--- src/rtl/bcd_pkg.sv ---
// Shared definitions for the binary-to-BCD path: FSM states, digit constants
// and the default widths reused by the seven-segment display driver.
package bcd_pkg;

    typedef enum logic [1:0] {
        IDLE  = 2'd0,
        SHIFT = 2'd1,
        DONE  = 2'd2
    } bcd_state_e;

    localparam int         BCD_DIGIT_W = 4;
    localparam logic [3:0] ADD3_THRESH = 4'd5;
    localparam int         DEFAULT_W   = 16;
    localparam int         DEFAULT_D   = 5;

endpackage

--- src/rtl/bin2bcd_seq_if.sv ---
// Start/done handshake bundle between the factorial unit and bin2bcd_seq.
// The blank vector exists only when BIN2BCD_BLANK_EN is defined.
interface bin2bcd_seq_if
    import bcd_pkg::*;
#(
    parameter int W = DEFAULT_W,
    parameter int D = DEFAULT_D
);
    logic             start;
    logic [W-1:0]     bin;
    logic             busy;
    logic             done;
    logic [4*D-1:0]   bcd;
`ifdef BIN2BCD_BLANK_EN
    logic [D-1:0]     blank;

    modport master (output start, bin, input busy, done, bcd, blank);
    modport slave  (input start, bin, output busy, done, bcd, blank);
`else
    modport master (output start, bin, input busy, done, bcd);
    modport slave  (input start, bin, output busy, done, bcd);
`endif
endinterface

--- src/rtl/bcd_add3_digit.sv ---
// One digit of the shift-and-add-3 correction: values of 5 and above get +3
// so the following left shift carries correctly into the next digit.
module bcd_add3_digit
    import bcd_pkg::*;
(
    input  logic [3:0] din,
    output logic [3:0] dout
);
    // Conditional add-3 correction
    always_comb begin
        dout = din;
        if (din >= ADD3_THRESH) begin
            dout = din + 4'd3;
        end else begin
            dout = din;
        end
    end
endmodule

--- src/rtl/bin2bcd_seq.sv ---
// Sequential binary-to-BCD converter, one bit per clock, four-phase start/done.
// Optional leading-zero blank output when BIN2BCD_BLANK_EN is defined.
module bin2bcd_seq
    import bcd_pkg::*;
#(
    parameter int W = DEFAULT_W,
    parameter int D = DEFAULT_D
)(
    input  logic          clk,
    input  logic          reset,
    bin2bcd_seq_if.slave  bus
);
    localparam int SW    = BCD_DIGIT_W * D;
    localparam int CNT_W = $clog2(W + 1);

    bcd_state_e        state_r, state_next_s;
    logic [W-1:0]      bin_r, bin_next_s;
    logic [SW-1:0]     scratch_r, scratch_next_s, scratch_adj_s;
    logic [CNT_W-1:0]  cnt_r, cnt_next_s;
    logic [SW-1:0]     bcd_r;
    logic              busy_r, done_r, bcd_load_s;
    logic [SW+W-1:0]   wide_s;

    for (genvar g = 0; g < D; g++) begin : g_digit
        bcd_add3_digit u_add3 (
            .din  (scratch_r[g*BCD_DIGIT_W +: BCD_DIGIT_W]),
            .dout (scratch_adj_s[g*BCD_DIGIT_W +: BCD_DIGIT_W])
        );
    end

    // Corrected scratch and binary register shifted together as one word
    always_comb begin
        wide_s = {scratch_adj_s, bin_r} << 1;
    end

    // Next-state, datapath and completion-load decode
    always_comb begin
        state_next_s   = state_r;
        bin_next_s     = bin_r;
        scratch_next_s = scratch_r;
        cnt_next_s     = cnt_r;
        bcd_load_s     = 1'b0;
        case (state_r)
            IDLE: begin
                if (bus.start) begin
                    bin_next_s     = bus.bin;
                    scratch_next_s = '0;
                    cnt_next_s     = CNT_W'(W);
                    state_next_s   = SHIFT;
                end else begin
                    state_next_s   = IDLE;
                end
            end
            SHIFT: begin
                bin_next_s     = wide_s[W-1:0];
                scratch_next_s = wide_s[SW+W-1:W];
                cnt_next_s     = cnt_r - CNT_W'(1);
                if (cnt_r == CNT_W'(1)) begin
                    state_next_s = DONE;
                    bcd_load_s   = 1'b1;
                end else begin
                    state_next_s = SHIFT;
                end
            end
            DONE: begin
                if (bus.start) begin
                    state_next_s = DONE;
                end else begin
                    state_next_s = IDLE;
                end
            end
            default: begin
                state_next_s = IDLE;
            end
        endcase
    end

    // State, datapath and registered status outputs
    always_ff @(posedge clk) begin
        if (reset) begin
            state_r   <= IDLE;
            bin_r     <= '0;
            scratch_r <= '0;
            cnt_r     <= '0;
            bcd_r     <= '0;
            busy_r    <= 1'b0;
            done_r    <= 1'b0;
        end else begin
            state_r   <= state_next_s;
            bin_r     <= bin_next_s;
            scratch_r <= scratch_next_s;
            cnt_r     <= cnt_next_s;
            busy_r    <= (state_next_s == SHIFT);
            done_r    <= (state_next_s == DONE);
            if (bcd_load_s) begin
                bcd_r <= wide_s[SW+W-1:W];
            end
        end
    end

    assign bus.busy = busy_r;
    assign bus.done = done_r;
    assign bus.bcd  = bcd_r;

`ifdef BIN2BCD_BLANK_EN
    localparam logic [D-1:0] BLANK_RST = {{(D-1){1'b1}}, 1'b0};

    logic [D-1:0] blank_s, blank_r;
    logic         zero_run_s;

    // Blank runs of zero digits from the MSB down; digit 0 always shows
    always_comb begin
        blank_s    = '0;
        zero_run_s = 1'b1;
        for (int i = D - 1; i >= 0; i--) begin
            if (wide_s[W + i*BCD_DIGIT_W +: BCD_DIGIT_W] != 4'd0) begin
                zero_run_s = 1'b0;
            end else begin
                zero_run_s = zero_run_s;
            end
            blank_s[i] = zero_run_s;
        end
        blank_s[0] = 1'b0;
    end

    // Blank mask register, loaded together with bcd
    always_ff @(posedge clk) begin
        if (reset) begin
            blank_r <= BLANK_RST;
        end else if (bcd_load_s) begin
            blank_r <= blank_s;
        end else begin
            blank_r <= blank_r;
        end
    end

    assign bus.blank = blank_r;
`endif

endmodule

--- src/flat_wrapper.sv ---
// flat-port wrapper written by rule: the top's interface ports become plain ports
module bin2bcd_seq_flat import bcd_pkg::*;
#(
    parameter int W = DEFAULT_W,
    parameter int D = DEFAULT_D
)
  (clk, reset, bus_start, bus_bin, bus_busy, bus_done, bus_bcd);
  bin2bcd_seq_if #(.W(W), .D(D)) bus_i ();
  input  logic clk;
  input  logic reset;
  input wire logic [$bits(bus_i.start)-1:0] bus_start;
  input wire logic [$bits(bus_i.bin)-1:0] bus_bin;
  output wire logic [$bits(bus_i.busy)-1:0] bus_busy;
  output wire logic [$bits(bus_i.done)-1:0] bus_done;
  output wire logic [$bits(bus_i.bcd)-1:0] bus_bcd;
  assign bus_i.start = bus_start;
  assign bus_i.bin = bus_bin;
  assign bus_busy = bus_i.busy;
  assign bus_done = bus_i.done;
  assign bus_bcd = bus_i.bcd;
  bin2bcd_seq #(.W(W), .D(D)) u_core (.clk(clk), .reset(reset), .bus(bus_i));
endmodule
--- config.mk ---
export PLATFORM = sky130hd
export DESIGN_NAME = bin2bcd_seq_flat
export DESIGN_NICKNAME = d
export VERILOG_FILES = /design/src/rtl/bcd_pkg.sv /design/src/rtl/bin2bcd_seq_if.sv /design/src/rtl/bcd_add3_digit.sv /design/src/rtl/bin2bcd_seq.sv /design/src/flat_wrapper.sv
export SDC_FILE = /design/constraint.sdc
export NUM_CORES = 1
export LEC_CHECK = 0
export ABC_AREA = 1
export CORE_MARGIN = 3
export CORE_UTILIZATION = 55
export CTS_CLUSTER_DIAMETER = 40
export DETAILED_ROUTE_END_ITERATION = 10
export PLACE_DENSITY = 0.74
export SYNTH_ARGS = -nofsm -noshare
export SYNTH_HDL_FRONTEND = slang
export SYNTH_HIERARCHICAL = 1
export SYNTH_SLANG_ARGS = --single-unit
export TNS_END_PERCENT = 5
--- constraint.sdc ---
create_clock -name clk -period 2.03 [get_ports clk]
set_input_delay 0.609 -clock clk [delete_from_list [all_inputs] [get_ports clk]]
set_output_delay 0.609 -clock clk [all_outputs]
set_load 0.02 [all_outputs]
==> summary.md <==
| Metric | Value |
|---|---|
| Status | `finished, final reports clean` |
| Post-Syn Area | `between 3000 and 4000 um^2` |
| Crit end category | `primary output` |
| Largest net degree at the start of global routing | `42` |
| Area of the multi-input gates | `1730 um^2` |
| Max stage delay on crit path | `0.61 ns` |
| CP Class | `flip-flop to primary output` |
| VDD IR max | `0.489 mV` |
| Clock Latency Late Sink | `about 0.32 ns` |
| CP required | `1.42 ns` |
| Final hold violations | `0` |
| Clock Path Buffers | `2` |
| Worst hold-check path type | `flip-flop to flip-flop` |
| Routed via count | `between 3,000 and 4,000` |
| Drt pass-1 iters | `4` |
| # IOs | `41` |
| Antenna violations before repair | `0` |
| Clock Skews | `0.00880 ns` |
| Number of cells produced by synthesis | `559` |
| Initial drt markers | `110` |
| Starting density of the core | `58.4%` |
| Clk sinks | `65` |
| Slew @ Worst Pin | `0.749 ns` |
| H-tree levels | `3` |
| Clock root cell | `clkbuf_8` |
| Worst EP arrival | `1.26 ns` |
| Detail Placement HPWL | `4.73 mm` |
| MaxCap Viol Count | `0` |
| Die Wd | `86.2 um` |
| Final ANT Viol Nets | `0` |
| Power per cell area | `648 nW/um^2` |
| Worst path buffer plus inverter count | `1` |
| Tcrit/Tclk final | `92.3%` |
| Via/cell ratio | `4.75` |
| Finished layout cell area | `4170 um^2` |
| GR Util All Layers | `20.2%` |
| Top Family by Delay on Critical Path | `buffers and inverters` |
| Leakage power | `1.85 nW` |
| CP max FO | `2` |
| Row count | `28` |
| Ant. Diodes | `0` |
| RSZ-0062 raised after global routing | `no` |
| Final min period | `1.87 ns` |
| Avg Inst Size Synth | `6.33 um^2` |
| CORE AREA | `6060 um^2` |
| Die area | `roughly 7400 um^2` |
| Global-route wire length before repair | `12.3 mm` |
| CTS buffer count | `9` |
| CTS tree | `built` |
| GPL Wtd Cong | `roughly 0.9` |
| Setup TNS | `0 ns` |
| Post-DR wirelength/cell | `10.2 um` |
| Vias in the first global route | `2,983` |
| Reg clk slew, reported paths | `0.07 ns` |
| Overflow after GRT | `0` |
| Post_cts resized | `0` |
| Startpoint Class | `flip-flop` |
| Max stage delay cell, worst path | `clkdlybuf4s50_1` |
| # DRC | `0` |
| Worst path cell trace | `clkdlybuf4s50_1` |
| DP Area | `4010 um^2` |
| Peak Freq | `between 500 and 600 MHz` |
| Net Count, Synth | `590` |
| Post-CTS Setup Bufs | `0` |
| Share of cells above drive strength 1 | `about a tenth` |
| Max-slew violation count | `0` |
| Nets | `around 630` |
| Total Wirelength | `6.87 mm` |
| Rel. slew slack | `50.0%` |
| Die H | `approximately 86 um` |
| Register area | `1300 um^2` |
| Final setup viols | `0` |
| Area growth syn-to-layout | `17.8%` |
| Hold-fix buffers at CTS | `0` |
| Yosys warning total | `6` |
| I/O Buffers | `40` |
| Filler cell count | `roughly 570` |
per-stage QoR:
step | utilization [%] | std cells | power, mW | setup slack [ns] | hold WS (ns)
floorplan | - | 559 | 1.67 | 0.609 | 0.439
global placement | 66.1 | 660 | 1.80 | 0.0405 | 0.450
detailed placement | 66.1 | 660 | 1.81 | 0.0511 | 0.457
CTS | 68.8 | 675 | 2.74 | 0.133 | 0.467
global route | 68.8 | 675 | 2.86 | 0.102 | 0.489
finish | 68.8 | 675 | 2.70 | 0.157 | 0.464
sequential cells by signal, summed over array words and instances (netlist names):
signal	flops
u_core/bus.bcd	20
u_core/scratch_r	20
u_core/bin_r	16
u_core/cnt_r	5
u_core/state_r	2
u_core/bus.busy	1
u_core/bus.done	1
worst paths after layout:
kind	slack (ns)	to	from	cells past startpoint
worst max-delay path	0.16	bus_bcd[18]	u_core/bus.bcd[18]	1
worst min-delay path	0.46	u_core/bin_r[0]	u_core/bin_r[0]	2
worst max register to register	0.58	u_core/bus.bcd[4]	u_core/scratch_r[0]	9
worst min register to register	0.46	u_core/bin_r[0]	u_core/bin_r[0]	2
cell usage in the layout (no fill, tap or decap):
cell type          n
clkbuf_1           1
clkinv_2           4
or2_2              1
nor2_4            11
inv_2              6
dfxtp_1           65
inv_1             99
nor2_1            76
buf_12             1
a21oi_1           28
clkdlybuf4s50_1   40
o21ai_0           12
a21oi_2            4
nand3_1           44
buf_4              9
nor2_2             1
nand2_2            5
ha_1              12
clkbuf_8          10
nand2_1          165
o21ai_2            6
metal layers:
layer	vias up	track usage [%]	part of all wire (%)
met5	-	0	0
met4	0	8.78	1.1
met1	1402	23.3	47
met3	8	4.28	4.0
li1	1741	-	-
met2	53	36.0	48
where the power goes:
group / switching (mW) / internal (mW)
Clock: 0.465 / 0.462
Sequential: 0.0308 / 1.33
Combinational: 0.249 / 0.167
Total: 0.744 / 1.96
tightest hold or removal path, cell delays in order (launching register included):
cell	delay, ns
dfxtp_1	0.31
nand2_1	0.06
a21oi_1	0.05
cell type report:
| class | count | area share (%) |
|---|---|---|
| clock buffers | 11 | 3.39 |
| clock inverters | 4 | 0.480 |
| well taps | 75 | 2.25 |
| multi-input cells | 365 | 41.5 |
| flip-flops and latches | 65 | 31.2 |
| repair buffers | 50 | 11.7 |
| inverters | 105 | 9.45 |
Note: power is estimated with default switching activity, not from simulation.
